$ cat src/rtl/pixel_frame_writer.sv
// rtl/pixel_frame_writer.sv - camera pixel capture into a double-buffered frame store via a FWFT write FIFO
module pixel_frame_writer #(
    parameter int FRAME_PIXELS = 307200,
    parameter int ADDR_W       = 19,
    parameter int FIFO_DEPTH   = 8
) (
    input  logic              clock_pclk,
    input  logic              pin_reset,
    input  logic              vs,
    input  logic [15:0]       i_data,
    input  logic              i_flag,
    output logic [ADDR_W:0]   o_wr_addr,
    output logic [15:0]       o_wr_data,
    output logic              o_wr_en,
    input  logic              i_wr_ready,
    output logic              o_disp_bank,
    output logic              o_frame_done,
    output logic [7:0]        o_frame_cnt,
    output logic              o_overflow,
    output logic              o_frame_err
);

    localparam int PTR_W   = $clog2(FIFO_DEPTH);
    localparam int ENTRY_W = 1 + ADDR_W + 16;
    localparam logic [PTR_W:0]    DEPTH_C  = (PTR_W + 1)'(FIFO_DEPTH);
    localparam logic [ADDR_W-1:0] FRAME_C  = ADDR_W'(FRAME_PIXELS);

    typedef enum logic [1:0] {
        IDLE   = 2'd0,
        ACTIVE = 2'd1,
        DRAIN  = 2'd2
    } state_t;

    state_t             state;
    logic               vs_d;
    logic               armed;
    logic               overrun;
    logic               wr_bank;
    logic [ADDR_W-1:0]  pix_idx;

    logic [ENTRY_W-1:0] fifo_mem [FIFO_DEPTH];
    logic [PTR_W-1:0]   rd_ptr;
    logic [PTR_W-1:0]   wr_ptr;
    logic [PTR_W:0]     count;

    logic               fifo_empty;
    logic               fifo_full;
    logic               pop;
    logic               push;
    logic               accept;
    logic               in_range;
    logic               frame_start;
    logic               frame_end;
    logic [ENTRY_W-1:0] head;

    // armed blocks a false frame start when reset is released in the middle of an active frame
    assign frame_start = vs_d && !vs && armed;
    assign frame_end   = !vs_d && vs;

    assign fifo_empty = (count == '0);
    assign fifo_full  = (count == DEPTH_C);
    assign pop        = !fifo_empty && i_wr_ready;
    assign accept     = (state == ACTIVE) && i_flag;
    assign in_range   = (pix_idx < FRAME_C);
    assign push       = accept && in_range && (!fifo_full || pop);

    assign head      = fifo_mem[rd_ptr];
    assign o_wr_en   = !fifo_empty;
    assign o_wr_addr = fifo_empty ? '0 : head[ENTRY_W-1:16];
    assign o_wr_data = fifo_empty ? '0 : head[15:0];

    always_ff @(posedge clock_pclk) begin
        if (push) begin
            fifo_mem[wr_ptr] <= {wr_bank, pix_idx, i_data};
        end
    end

    always_ff @(posedge clock_pclk or negedge pin_reset) begin
        if (!pin_reset) begin
            state        <= IDLE;
            vs_d         <= 1'b1;
            armed        <= 1'b0;
            overrun      <= 1'b0;
            wr_bank      <= 1'b0;
            pix_idx      <= '0;
            rd_ptr       <= '0;
            wr_ptr       <= '0;
            count        <= '0;
            o_disp_bank  <= 1'b1;
            o_frame_done <= 1'b0;
            o_frame_cnt  <= 8'd0;
            o_overflow   <= 1'b0;
            o_frame_err  <= 1'b0;
        end else begin
            vs_d         <= vs;
            o_frame_done <= 1'b0;
            if (vs) begin
                armed <= 1'b1;
            end

            if (push) begin
                wr_ptr <= wr_ptr + 1'b1;
            end
            if (pop) begin
                rd_ptr <= rd_ptr + 1'b1;
            end
            case ({push, pop})
                2'b10:   count <= count + 1'b1;
                2'b01:   count <= count - 1'b1;
                default: count <= count;
            endcase

            case (state)
                IDLE: begin
                    if (frame_start) begin
                        state       <= ACTIVE;
                        pix_idx     <= '0;
                        overrun     <= 1'b0;
                        o_overflow  <= 1'b0;
                        o_frame_err <= 1'b0;
                    end
                end
                ACTIVE: begin
                    if (accept) begin
                        if (in_range) begin
                            pix_idx <= pix_idx + 1'b1;
                            if (!push) begin
                                o_overflow <= 1'b1;
                            end
                        end else begin
                            overrun     <= 1'b1;
                            o_frame_err <= 1'b1;
                        end
                    end
                    if (frame_end) begin
                        state <= DRAIN;
                    end
                end
                DRAIN: begin
                    // a frame that starts while draining is skipped; IDLE waits for the following one
                    if (frame_start) begin
                        o_frame_err <= 1'b1;
                    end
                    if (fifo_empty) begin
                        // a long frame saturates the index at the full count, so overrun vetoes the swap
                        if (pix_idx == FRAME_C && !overrun) begin
                            wr_bank      <= ~wr_bank;
                            o_disp_bank  <= wr_bank;
                            o_frame_done <= 1'b1;
                            o_frame_cnt  <= o_frame_cnt + 8'd1;
                        end else begin
                            o_frame_err <= 1'b1;
                        end
                        state <= IDLE;
                    end
                end
                default: state <= IDLE;
            endcase
        end
    end

endmodule

$ cat config.mk
export PLATFORM = sky130hd
export DESIGN_NAME = pixel_frame_writer
export DESIGN_NICKNAME = d
export VERILOG_FILES = /design/src/rtl/pixel_frame_writer.sv
export SDC_FILE = /design/constraint.sdc
export NUM_CORES = 1
export LEC_CHECK = 0
export ABC_AREA = 1
export CELL_PAD_IN_SITES_DETAIL_PLACEMENT = 1
export CELL_PAD_IN_SITES_GLOBAL_PLACEMENT = 2
export CORE_MARGIN = 1.5
export CORE_UTILIZATION = 44
export CTS_CLUSTER_DIAMETER = 40
export DETAILED_ROUTE_END_ITERATION = 10
export PLACE_DENSITY_LB_ADDON = 0.12
export SYNTH_ARGS = -nofsm -noshare
export SYNTH_HDL_FRONTEND = slang
export SYNTH_SLANG_ARGS = --single-unit
$ cat constraint.sdc
create_clock -name clock_pclk -period 10.1 [get_ports clock_pclk]
set_input_delay 1.515 -clock clock_pclk [delete_from_list [all_inputs] [get_ports clock_pclk]]
set_output_delay 1.515 -clock clock_pclk [all_outputs]
set_load 0.02 [all_outputs]
Yosys cells after proc, flatten, opt, wreduce, memory -nomap -nowiden
Memories as Yosys holds them, arrays and structs flattened.
Index checks and enable logic that the tools add are counted.

operators by class
  multiplexer cells = 28
  magnitude comparators = 1
  bitwise gates (word level) = 1
  equal/unequal tests = 13
  $add $sub $neg = 6
  reduce and logical (&&, ||, !) cells = 25

operators by type and width
  operator                                              count
  two-way mux 19 bit                                    3
  case mux 19 bit (2 select lines)                      1
  two-way mux 20 bit                                    1
  adder 19 x 1 -> 19 bit (second input constant)        1
  equality test 19 bit (second input constant)          1
  < comparator 19 bit (second input constant)           1
  two-way mux 16 bit                                    1
  two-way mux 1 bit                                     14
  != test 2 bit (second input constant)                 7
  AND reduction 4 bit                                   3
  adder 8 x 1 -> 8 bit (second input constant)          1
  logical AND 1 bit                                     8
  case mux 4 bit (2 select lines)                       1
  adder 3 x 1 -> 3 bit (second input constant)          2
  two-way mux 2 bit                                     3
  case mux 2 bit (3 select lines)                       1
  AND reduction 3 bit                                   2
  logical NOT 1 bit                                     5
  AND reduction 5 bit                                   1
  adder 4 x 1 -> 4 bit (second input constant)          1
  equality test 2 x 1 -> 1 bit (second input constant)  2
  equality test 2 bit (second input constant)           2
  equality test 4 bit (second input constant)           1
  logical NOT 4 bit                                     1
  other kinds (8)                                       10

word-level totals
  output and inout port bits = 49
  bits in registers = 47
  memories kept = 1
  RAM bits = 288
  word-level logic and storage cells = 89

memory list
  memory    depth  width  read ports  clocked after memory_dff  wr ports  RTL line  text
  fifo_mem  8      36     1           0                         1         41        logic [ENTRY_W-1:0] fifo_mem [FIFO_DEPTH];

Longest topological paths before layout
Gate-level depths: netlist of the first run.

  depth in word-level cells = 9
  mapped depth = 18

Least setup slack after synthesis of the first run
Ideal clock, no wire load.

  path type = input port to flip-flop
  start = input i_wr_ready
  end = memory fifo_mem[0][0] (netlist bit), enable pin
  cell stages on the path = 5
  setup slack = 6140 ps
  arrival = 3531 ps
  cells stage by stage = nor2_1 > nand3_1 > nand3_1 > or2_4 > nor2_1

on the way
  longest elaborated chain between the ends = 5

ends and longest elaborated chain
  what                                     RTL line  text
  start: declaration                       15        input logic i_wr_ready,
  logical AND 1 bit                        62        assign pop = !fifo_empty && i_wr_ready;
  logical OR 1 bit                         65        assign push = accept && in_range && (!fifo_full || pop);
  logical AND 1 bit                        65
  two-way mux 1 bit                        73        if (push) begin
  two-way mux 1 bit (not written as such)  74        fifo_mem[wr_ptr] <= {wr_bank, pix_idx, i_data};
  end: declaration                         41

No other way between the ends.

Final worst setup path of the first run
  start = register rd_ptr[0]
  end = output o_wr_addr[14]

on the way
  longest elaborated chain between the ends = 2

ends and longest elaborated chain
  what                      RTL line  text
  start: declaration        42        logic [PTR_W-1:0] rd_ptr;
  start signal: assignment  105       rd_ptr <= rd_ptr + 1'b1;
  memory (8 x 36 bit)       -
  two-way mux 20 bit        69        assign o_wr_addr = fifo_empty ? '0 : head[ENTRY_W-1:16];
  end: declaration          12        output logic [ADDR_W:0] o_wr_addr,

No other way between the ends.

==> results of run 1 <==
[Yosys cell counts]
cell / count / area, um2
or2_4: 1 / 8.76
a31o_2: 1 / 8.76
nand3_1: 26 / 130
buf_4: 5 / 37.5
nand3_2: 2 / 20.0
buf_1: 6 / 22.5
xor2_1: 6 / 52.6
a21oi_1: 4 / 20.0
a21oi_2: 1 / 8.76
o211ai_1: 2 / 15.0
fa_1: 1 / 20.0
clkbuf_1: 26 / 97.6
edfxtp_1: 288 / 8650
o21bai_1: 1 / 7.51
buf_6: 2 / 22.5
nor2_2: 4 / 25.0
nand2_1: 112 / 420
dfrtp_1: 45 / 1130
inv_2: 6 / 22.5
nor2_1: 295 / 1110
a31oi_1: 36 / 225
dfstp_2: 2 / 52.6
buf_2: 23 / 115
nor3_1: 3 / 15.0
ha_1: 12 / 150
inv_1: 51 / 191
o21ai_1: 34 / 170
xnor2_1: 4 / 35.0
o21ai_0: 216 / 1080
or2_2: 3 / 18.8
nand2_2: 5 / 31.3
nor3b_1: 1 / 7.51
nor2_4: 2 / 22.5
nor3_4: 2 / 32.5
clkbuf_2: 2 / 10.0
nand4_1: 25 / 156
a21o_1: 1 / 7.51
[flip-flops by register name (all words and copies together), names as in the netlist, 2 cells and up]
register,count
count,4
fifo_mem,288
o_frame_cnt,8
pix_idx,19
rd_ptr,3
state,2
wr_ptr,3
[layer usage]
| metal | vias to the layer above | share of wire | global-route usage |
|---|---|---|---|
| li1 | 4572 | - | - |
| met1 | 4912 | 0.45 | 0.294 |
| met2 | 175 | 0.50 | 0.396 |
| met3 | 53 | 0.037 | 0.0317 |
| met4 | 0 | 0.020 | 0.0641 |
| met5 | - | 0 | 0 |
[worst max-delay path, cell delays in order, from the launching register on]
cell and delay, ps:
dfrtp_4 730, inv_4 540, buf_4 790, o21ai_0 220
o21ai_0 110, o21ai_0 90, a31oi_1 290, clkdlybuf4s50_1 660
[final cells by class]
cell class              count  area, um2
clock buffers              58       1270
clock inverters            28        390
fillers                  3287      14800
inverters                  57        216
multi-input cells         800       3860
flip-flops and latches    335       9830
well taps                 402        503
repair buffers             83        791
[logic make-up after synthesis]
family | Yosys count | synth area share
and+or+nand+nor | 481 | 0.141
DFF | 335 | 0.695
AOI/OAI and AO/OA | 296 | 0.109
buffers and inverters | 121 | 0.0367
adders and majority gates | 13 | 0.0120
xor gates and xnor gates | 10 | 0.00619
[worst min-delay path by stage]
stage               start    end  depth (start not counted)
floorplan           armed  armed                          1
global placement    armed  armed                          1
detailed placement  armed  armed                          1
CTS                 armed  armed                          1
global route        armed  armed                          1
finish              armed  armed                          1
[power groups by stage]
stage | clock (mW) | combinational (mW) | sequential, mW
after floorplan | 0 | 1.11 | 1.67
after global placement | 0 | 1.66 | 1.75
after detailed placement | 0 | 1.69 | 1.75
after CTS | 1.76 | 1.70 | 1.73
after global routing | 1.81 | 1.86 | 1.74
final | 1.73 | 1.67 | 1.73
[through the flow]
stage / utilization / worst slack (ps)
6_report: 0.533 / 4520
5_1_grt: 0.533 / 4210
4_1_cts: 0.533 / 4450
3_5_place_dp: 0.481 / 5050
3_3_place_gp: 0.481 / 5050
2_1_floorplan: - / 6140
==> flow_summary.ini, run 1 <==
[floorplanning]
rows = 65
core_um2 = 31600
io_pins = 70
fp.dieH_um = 182
floorplan.initialDensity = 0.447
dieArea_um2 = 33200
die_x_um = 182

[setup_path]
reg2reg_from = state[1]
crit_path_max_fanout = 87
reg2reg_to = fifo_mem[5][21]
cp_data_arrival_time_ps = 4070
worstSetupStartpointType = register
worstSetupStartpoint = rd_ptr[0]
crit_type = register to output pin
r2r_cells = 9
crit_path_end_kind = output pin
rrSetupSlack_ps = 6440
worstPathRequired_ps = 8590
crit_end = o_wr_addr[14]

[cts]
clk_path_buf_depth = 3
clk_pin_slew_ps = 60
cts_setup_buffers = 0
postCtsResizedCells = 0
ctsHoldBuffers = 0
cts-root-buf = clkbuf_16
cts.sink_count = 335
cts_made_buffers = 47
cts_tree = built
clkLatencyLatePin_ps = 550
htreeDepth = 2

[power_and_ir_drop]
p_switching_mw = 1.82
ir_drop_uv = 217
p_int_mw = 3.30
power_frac_clock = 0.337
switching_share = 0.356
p_comb_frac = 0.326
power_mw = 5.13
pwr-share-seq = 0.337
p_per_area_nw_per_um2 = 304
power.leakage_nw = 5.96

[sta]
finalHoldViolCount = 0
fmax_mhz = 179
min_period_over_period = 0.553
finalMaxSlewViolations = 0
min_period_ps = 5580
whs_ps = 475
worst_slew_pin_slew_ps = 1020
fin_setup_tns_ps = 0
setup_violations = 0
max_slew_margin = 0.321
rsz0062_at_grt = false
fin_skew_ps = 19.9

[global_route]
grt_use_total = 0.226
grt_pass1_vias = 10309
grt_pass1_wl_mm = 57.5
antenna_found_initial = 0
globalRouteOverflowTotal = 0
grt_max_degree = 90

[drt]
firstDrtPassIters = 4
drt-total-wl_mm = 36.4
wl_per_cell_um = 20.7
vias = 9712
viasPerCell = 5.51
first_iter_violations = 624
drc = 0
ant_nets = 0

[final_layout]
drive_gt1_frac = 0.0955
area_delta_synth_final_pct = 19.2
most-common-layout-cells = edfxtp_1 (288), nor2_1 (287), o21ai_0 (216)
diodes = 0
design_area_um2 = 16900
final_common_cell = edfxtp_1
nNetsFinal = 1358
final_cells = 1763

[run]
cap_violations = 0

[placed_design]
place_inst = 1677
hpwlAfterDp_mm = 19.8
port_buffers = 69
place.gp.congestion = 0.730
place_area_um2 = 15200

[outcome]
status = finished, final reports clean

[synthesis]
syn_area_um2 = 14100
yosysSeqAreaShare = 0.695
syn_area_per_cell_um2 = 11.3
syn-instance-count = 1256
synthDistinctLibCells = 37
yosysWarnings = 0
syn_nets = 1290
yosys_register_bits = 335

[hold_path]
hold_path.class = register to register
Note: power is estimated with default switching activity, not from simulation.
==> inputs of run 2 (changes only) <==
--- a/config.mk
+++ b/config.mk
@@ -9,7 +9,7 @@
 export CELL_PAD_IN_SITES_DETAIL_PLACEMENT = 1
 export CELL_PAD_IN_SITES_GLOBAL_PLACEMENT = 2
 export CORE_MARGIN = 1.5
-export CORE_UTILIZATION = 44
+export CORE_UTILIZATION = 41
 export CTS_CLUSTER_DIAMETER = 40
 export DETAILED_ROUTE_END_ITERATION = 10
 export PLACE_DENSITY_LB_ADDON = 0.12
==> constraint.sdc (replaced) <==
create_clock -name clock_pclk -period 5.2 [get_ports clock_pclk]
set_input_delay 0.78 -clock clock_pclk [delete_from_list [all_inputs] [get_ports clock_pclk]]
set_output_delay 0.78 -clock clock_pclk [all_outputs]
set_load 0.02 [all_outputs]
==> run 2 against run 1 <==
Worst hold slack got worse by 110 ps. Register-to-register slack got worse by 4600 ps. Critical path type unchanged. Final area increased by 1.0%. Largest cell class unchanged.
==> flow_summary.ini, run 2 (same netlist as run 1, synthesis figures left out) <==
[cts]
cts_made_buffers = 51
clk_path_buf_depth = 3
clk_pin_slew_ps = 60
cts-root-buf = clkbuf_16
cts_tree = built
cts_setup_buffers = 0
cts.sink_count = 335
postCtsResizedCells = 0
clkLatencyLatePin_ps = 560
ctsHoldBuffers = 0
htreeDepth = 2

[placed_design]
port_buffers = 69
place.gp.congestion = 0.749
hpwlAfterDp_mm = 20.5

[sta]
min_period_over_period = 0.861
setup_violations = 0
fin_skew_ps = 21.7
max_slew_margin = 0.303
worst_slew_pin_slew_ps = 1040
min_period_ps = 4480
finalHoldViolCount = 0
rsz0062_at_grt = false
fmax_mhz = 223
finalMaxSlewViolations = 0
fin_setup_tns_ps = 0

[hold_path]
hold_path.class = input port to async pin

[global_route]
grt_pass1_vias = 10219
grt_pass1_wl_mm = 58.7
antenna_found_initial = 0
grt_max_degree = 146
globalRouteOverflowTotal = 0
grt_use_total = 0.215

[setup_path]
crit_path_end_kind = output pin
cp_data_arrival_time_ps = 3700
reg2reg_from = pix_idx[15]
worst_path_max_delay_cell = dfrtp_4
cpMostUsedCell = o21ai_0
worstSetupStartpointType = register
reg2reg_to = fifo_mem[3][22]
critPathMaxStageDelay_ps = 910
worstSetupStartpoint = rd_ptr[1]
r2r_cells = 8
rrSetupSlack_ps = 1870
worstPathRequired_ps = 4420
crit_end = o_wr_addr[14]
crit_type = register to output pin
path_cells = buf_4, o21ai_0, o21ai_0, o21ai_0, a31oi_1, clkdlybuf4s50_1
crit_path_max_fanout = 58

[final_layout]
most-common-layout-cells = edfxtp_1 (288), nor2_1 (287), o21ai_0 (216)
area_delta_synth_final_pct = 20.4
final_util = 0.504
diodes = 0
final_common_cell = edfxtp_1
largest_register_ffs = 288
largest-register = fifo_mem
drive_gt1_frac = 0.106
reg_top3 = fifo_mem x288, pix_idx x19, o_frame_cnt x8
nNetsFinal = 1368

[drt]
wl_per_cell_um = 20.4
ant_nets = 0
vias = 9650
drt-total-wl_mm = 37.1
drc = 0
viasPerCell = 5.30
first_iter_violations = 541
firstDrtPassIters = 4

[floorplanning]
dieArea_um2 = 35600
core_um2 = 33800
io_pins = 70
fp.dieH_um = 189
die_x_um = 189
rows = 67
floorplan.initialDensity = 0.419

[outcome]
status = finished, final reports clean

[run]
cap_violations = 0

[power_and_ir_drop]
ir_drop_uv = 296
p_per_area_nw_per_um2 = 588
power.leakage_nw = 6.02
==> run 2: worst max-delay path: cells and delay by family (launching register included) <==
family | cells | cell delay (ps)
flops | 1 | 910
compound gates | 4 | 830
buf+inv | 2 | 1290
==> run 2: how the worst min path moves through the flow <==
stage,from,end,slack (ps),depth (start not counted)
global placement,armed,armed,460,1
detailed placement,armed,armed,450,1
floorplan,armed,armed,440,1
global route,pin_reset,pix_idx[16],400,2
finish,pin_reset,pix_idx[8],360,2
CTS,pin_reset,pix_idx[8],370,2
==> run 2: final cells by class <==
type	instances	area, um2
fillers	3552	16800
flip-flops and latches	335	9830
multi-input cells	800	3860
clock buffers	58	1320
repair buffers	89	873
well taps	448	561
clock inverters	35	367
inverters	57	216
==> run 2: metal layers <==
layer | vias to the layer above | global-route usage | routed length [um]
li1 | 4601 | - | -
met1 | 4828 | 0.286 | 16900
met2 | 166 | 0.361 | 18000
met3 | 55 | 0.0348 | 1240
met4 | 0 | 0.0672 | 958
met5 | - | 0 | 0
==> run 2: power by group <==
group	total [mW]	leakage [nW]	switching (mW)	internal, mW
Sequential	3.31	3.22	0.184	3.13
Clock	3.36	0.821	1.27	2.10
Combinational	3.34	1.98	2.16	1.18
Total	10.0	6.02	3.62	6.40
==> run 2: stage by stage <==
step | instance area [um2] | hold WS, ps | worst slack, ps | total power [mW] | std cells
after global routing | 17000 | 404 | 563 | 10.6 | 1822
after floorplan | 14100 | 438 | 1950 | 5.42 | 1256
after detailed placement | 15300 | 454 | 1480 | 6.74 | 1729
after CTS | 17000 | 366 | 736 | 10.1 | 1822
final | 17000 | 360 | 721 | 10.0 | 1822
after global placement | 15300 | 456 | 1450 | 6.69 | 1729
==> inputs of run 3 (changes only) <==
--- a/config.mk
+++ b/config.mk
@@ -13,6 +13,7 @@
 export CTS_CLUSTER_DIAMETER = 40
 export DETAILED_ROUTE_END_ITERATION = 10
 export PLACE_DENSITY_LB_ADDON = 0.12
+export SLEW_MARGIN = 5
 export SYNTH_ARGS = -nofsm -noshare
 export SYNTH_HDL_FRONTEND = slang
 export SYNTH_SLANG_ARGS = --single-unit
==> results of run 3 <==
Same layout as run 2: the final DEF is identical, and so are final timing and power.
